[src/rtl/config_load_ctrl.sv]
`default_nettype none
// +--------------------------------------------------------------------------+
// | config_load_ctrl: sequences checksummed words into a one-hot latch array |
// | Rev 1.0                                                                  |
// +--------------------------------------------------------------------------+
module config_load_ctrl #(
  parameter  int NUM_WORDS = 44,
  parameter  int WORD_W    = 32,
  localparam int IDX_W     = (NUM_WORDS > 1) ? $clog2(NUM_WORDS) : 1
) (
  input  logic                 clk,
  input  logic                 reset,
  input  logic                 io_start,
  input  logic                 io_abort,
  input  logic                 io_in_valid,
  output logic                 io_in_ready,
  input  logic [WORD_W-1:0]    io_in_bits,
  output logic [WORD_W-1:0]    io_d_out,
  output logic [NUM_WORDS-1:0] io_configs_en,
  output logic [IDX_W-1:0]     io_word_idx,
  output logic                 io_busy,
  output logic                 io_done,
  output logic                 io_error
);

  typedef enum logic [2:0] {
    S_IDLE   = 3'd0,
    S_WAIT   = 3'd1,
    S_STROBE = 3'd2,
    S_HOLD   = 3'd3,
    S_CHECK  = 3'd4,
    S_DONE   = 3'd5,
    S_ERR    = 3'd6
  } state_t;

  localparam logic [IDX_W-1:0]     c_last_idx = IDX_W'(NUM_WORDS - 1);
  localparam logic [NUM_WORDS-1:0] c_one      = NUM_WORDS'(1);

  state_t                 r_state;
  state_t                 w_next;
  logic [WORD_W-1:0]      r_d_out;
  logic [WORD_W-1:0]      r_acc;
  logic [NUM_WORDS-1:0]   r_en;
  logic [IDX_W-1:0]       r_idx;
  logic                   r_done;
  logic                   w_ready;
  logic                   w_start_ok;
  logic                   w_load;
  logic                   w_advance;
  logic [NUM_WORDS-1:0]   w_onehot;

  assign w_ready    = (r_state == S_WAIT) || (r_state == S_CHECK);
  assign w_onehot   = c_one << r_idx;
  assign w_start_ok = !io_abort && io_start &&
                      ((r_state == S_IDLE) || (r_state == S_DONE) || (r_state == S_ERR));
  assign w_load     = !io_abort && (r_state == S_WAIT) && io_in_valid;
  assign w_advance  = !io_abort && (r_state == S_HOLD) && (r_idx < c_last_idx);

  always_comb begin
    w_next = r_state;
    if (io_abort) begin
      w_next = S_IDLE;
    end else begin
      case (r_state)
        S_IDLE, S_DONE, S_ERR: if (io_start) w_next = S_WAIT;
        S_WAIT:   if (io_in_valid) w_next = S_STROBE;
        S_STROBE: w_next = S_HOLD;
        S_HOLD:   w_next = (r_idx < c_last_idx) ? S_WAIT : S_CHECK;
        S_CHECK:  if (io_in_valid) w_next = (io_in_bits == r_acc) ? S_DONE : S_ERR;
        default:  w_next = S_IDLE;
      endcase
    end
  end

  // Enables are registered so they are glitch-free and high only while in STROBE.
  always_ff @(posedge clk or negedge reset) begin
    if (!reset) begin
      r_state <= S_IDLE;
      r_d_out <= '0;
      r_acc   <= '0;
      r_en    <= '0;
      r_idx   <= '0;
      r_done  <= 1'b0;
    end else begin
      r_state <= w_next;
      r_en    <= (w_next == S_STROBE) ? w_onehot : '0;
      r_done  <= (r_state == S_CHECK) && (w_next == S_DONE);
      if (w_start_ok) begin
        r_idx <= '0;
        r_acc <= '0;
      end
      if (w_load) begin
        r_d_out <= io_in_bits;
        r_acc   <= r_acc ^ io_in_bits;
      end
      if (w_advance) begin
        r_idx <= r_idx + IDX_W'(1);
      end
    end
  end

  assign io_in_ready   = w_ready;
  assign io_d_out      = r_d_out;
  assign io_configs_en = r_en;
  assign io_word_idx   = r_idx;
  assign io_busy       = (r_state == S_WAIT) || (r_state == S_STROBE) ||
                         (r_state == S_HOLD) || (r_state == S_CHECK);
  assign io_done       = r_done;
  assign io_error      = (r_state == S_ERR);

endmodule
`default_nettype wire

[config.mk]
export PLATFORM = sky130hd
export DESIGN_NAME = config_load_ctrl
export DESIGN_NICKNAME = d
export VERILOG_FILES = /design/src/rtl/config_load_ctrl.sv
export SDC_FILE = /design/constraint.sdc
export NUM_CORES = 1
export LEC_CHECK = 0
export ABC_CLOCK_PERIOD_IN_PS = 4400
export CORE_AREA = 3 3 102 104
export CTS_BUF_LIST = sky130_fd_sc_hd__clkbuf_2 sky130_fd_sc_hd__clkbuf_4 sky130_fd_sc_hd__clkbuf_8
export DETAILED_ROUTE_END_ITERATION = 16
export DIE_AREA = 0 0 105 107
export GPL_TIMING_DRIVEN = 0
export PLACE_DENSITY = 0.86
export SLEW_MARGIN = 10
export SYNTH_ARGS = -nofsm -noshare
export SYNTH_HDL_FRONTEND = slang
export SYNTH_SLANG_ARGS = --single-unit
[constraint.sdc]
create_clock -name clk -period 4.4 [get_ports clk]
set_input_delay 0.88 -clock clk [delete_from_list [all_inputs] [get_ports clk]]
set_output_delay 0.88 -clock clk [all_outputs]
set_load 0.01 [all_outputs]
==> impl_metrics.toml <==
[finish]
layout_commonest_cell = "clkdlybuf4s50_1"
n_antenna_cell = 0
stdcell_count = 808
final_cell_mix = "clkdlybuf4s50_1 (120), dfrtp_1 (118), nand2_1 (110), nor3b_1 (63), nor2_1 (50)"
syn2layout_area_growth_pct = 34.4
drive_gt1_frac = 0.0711
fin_nets = 706
final_area_um2 = 7120
final_core_util = 0.739

[routing]
antenna_left = 0
wl_mm = 13.2
vias = 4403
viasPerCell = 5.45
drc_errors = 0
wl_per_cell_um = 16.4
drt_pass1_iterations = 5
drt_iter0_drc = 237

[sta]
drv_slew = 0
max_slew.worst_pin.slew_ns = 0.910
finalCritPeriodShare = 0.668
fin_crit_ns = 2.94
finalSetupViolCount = 0
relSlewSlack = 0.389
fmax_mhz = 340
hold_violations = 0
rsz0062_at_grt = "no"
skew_ns = 0.00634

[outcome]
outcome = "completed"

[placement]
dpl_cell_area_um2 = 6710
gp_congestion = 0.915
place_hpwl_mm = 9.42
dp.cells = 777
io_buffers = 121

[logic_synthesis]
yosysSeqAreaShare = 0.557
syn_area_um2 = 5300
yosysWarnings = 0
syn_avg_cell_area_um2 = 10.2
ys_seq_elements = 118
synthCells = 522
yosys.cell_types.count = 43
syn-num-nets = 565

[floorplan]
die_y_um = 107
io_pins = 123
start_util = 0.550
die_w_um = 105
core-area_um2 = 9640
placementRows = 36
fp.dieArea_um2 = 11200

[clock_network]
path_clk_slew_ns = 0.07
postCtsSetupBuffers = 0
cts_hold_buf = 0
cts_root_buffer = "clkbuf_8"
cts_buffers = 17
clkLatencyLatePin_ns = 0.43
ctsHtreeMaxLevel = 4
cts.sinks = 118
cts_tree = "done"
clockBufferDepth = 2
postCtsResizedCells = 0

[global_routing]
gr-total-overflow = 0
grt_start_max_net_pins = 96
grt_first_pass_wirelength_mm = 21.9
grt_pass1_vias = 4450
grt.total_usage = 0.245
antenna_found_initial = 0

[pwr]
ir_drop_uv = 311
p_per_area_nw_per_um2 = 420
leakage_nw = 3.33
p_total_mw = 2.99

[flow_run]
cap_violations = 0

[worst_setup_path]
cp-end-kind = "output port"
start_kind = "flip-flop"
crit_required_ns = 3.52
cp.arrival_ns = 2.06
crit_type = "flip-flop to output port"
crit_fanout = 10

[worst_hold_path]
min_path_type = "input pin to asynchronous set/reset pin"
==> registers in the layout, summed over array words and instances (netlist names) <==
name,count
io_configs_en,44
io_d_out,32
io_done,1
io_word_idx,6
r_acc,32
r_state,3
==> power breakdown <==
group | switching (mW) | internal, mW | total [mW]
Sequential | 0.118 | 1.23 | 1.35
Combinational | 0.283 | 0.335 | 0.618
Clock | 0.441 | 0.586 | 1.03
Total | 0.842 | 2.15 | 2.99
==> worst max-delay path: stages (launching register included) <==
cell and delay [ns]:
dfrtp_1 0.46, clkbuf_1 0.36, nor2_1 0.11, xnor2_1 0.16
clkdlybuf4s50_1 0.55
==> per-layer routing <==
metal,up-vias,track usage,part of all wire
li1,2040,-,-
met1,2162,0.313,0.42
met2,165,0.403,0.49
met3,36,0.0506,0.056
met4,0,0.115,0.028
met5,-,0,0
==> through the flow <==
step                      TNS [ns]  hold slack [ns]  setup WS [ns]
final                            0            0.298           1.46
after CTS                        0            0.275           1.46
after detailed placement         0            0.463           1.30
after global routing             0            0.295           1.33
after global placement     -220.06            0.459          -1.87
after floorplan                  0            0.511           2.14
==> Yosys cell counts <==
| cell type | number | area share |
|---|---|---|
| a211o_1 | 32 | 0.053 |
| a211oi_1 | 1 | 0.0014 |
| a21o_1 | 2 | 0.0028 |
| a21oi_1 | 5 | 0.0047 |
| a22oi_1 | 1 | 0.0014 |
| a311o_1 | 1 | 0.0019 |
| a311oi_1 | 1 | 0.0017 |
| a31oi_1 | 2 | 0.0024 |
| and2_1 | 4 | 0.0047 |
| and3_1 | 2 | 0.0024 |
| buf_1 | 2 | 0.0014 |
| buf_2 | 8 | 0.0076 |
| buf_6 | 1 | 0.0021 |
| clkbuf_1 | 15 | 0.011 |
| clkinv_1 | 1 | 0.00071 |
| dfrtp_1 | 118 | 0.56 |
| ha_1 | 6 | 0.014 |
| inv_1 | 9 | 0.0064 |
| maj3_1 | 1 | 0.0019 |
| mux2i_1 | 1 | 0.0019 |
| nand2_1 | 110 | 0.078 |
| nand2b_1 | 3 | 0.0035 |
| nand2b_4 | 2 | 0.0052 |
| nand3_1 | 8 | 0.0076 |
| nand3b_1 | 1 | 0.0014 |
| nand4_1 | 3 | 0.0035 |
| nor2_1 | 50 | 0.035 |
| nor2_2 | 1 | 0.0012 |
| nor2_4 | 1 | 0.0021 |
| nor2b_1 | 1 | 0.0012 |
| nor3_1 | 5 | 0.0047 |
| nor3b_1 | 63 | 0.089 |
| nor4_1 | 7 | 0.0083 |
| o21a_1 | 1 | 0.0014 |
| o21ai_0 | 8 | 0.0076 |
| o21ai_1 | 1 | 0.00094 |
| o22a_1 | 1 | 0.0017 |
| o22ai_1 | 1 | 0.0012 |
| o32ai_1 | 1 | 0.0017 |
| or2_2 | 2 | 0.0024 |
| or3_1 | 5 | 0.0059 |
| xnor2_1 | 10 | 0.017 |
| xor2_1 | 24 | 0.040 |
==> cell type report <==
class,instances,area [µm²]
sequential,118,2950
fill,662,2520
clock inverter,12,154
buffer,26,115
multi-input combinational,368,2200
clock buffer,19,262
inverter,10,37.5
tap,133,166
timing repair buffer,122,1240
==> cell families (layout without fill, tap and decap cells) <==
group,after synthesis,after routing,share of synthesized area
flip-flops,118,118,0.557
AND/OR/NAND/NOR,268,268,0.257
multiplexers,1,1,0.00189
XOR/XNOR,34,34,0.0562
adder cells (fa/ha/maj),7,7,0.0160
AO/OA/AOI/OAI,58,58,0.0836
buffers and inverters,36,189,0.0288
==> path summary, 6_finish.rpt <==
check | from | slack [ns] | cells after the start | to
worst min-delay path | reset | 0.30 | 1 | io_configs_en[20]
max in group asynchronous | reset | 3.37 | 2 | r_acc[0]
worst max-delay path | r_state[1] | 1.46 | 4 | io_busy
worst min register to register | io_d_out[13] | 0.48 | 2 | io_d_out[13]
min in group clk | io_d_out[13] | 0.48 | 2 | io_d_out[13]
worst max register to register | io_word_idx[0] | 2.17 | 6 | io_word_idx[2]
Note: power is estimated with default switching activity, not from simulation.
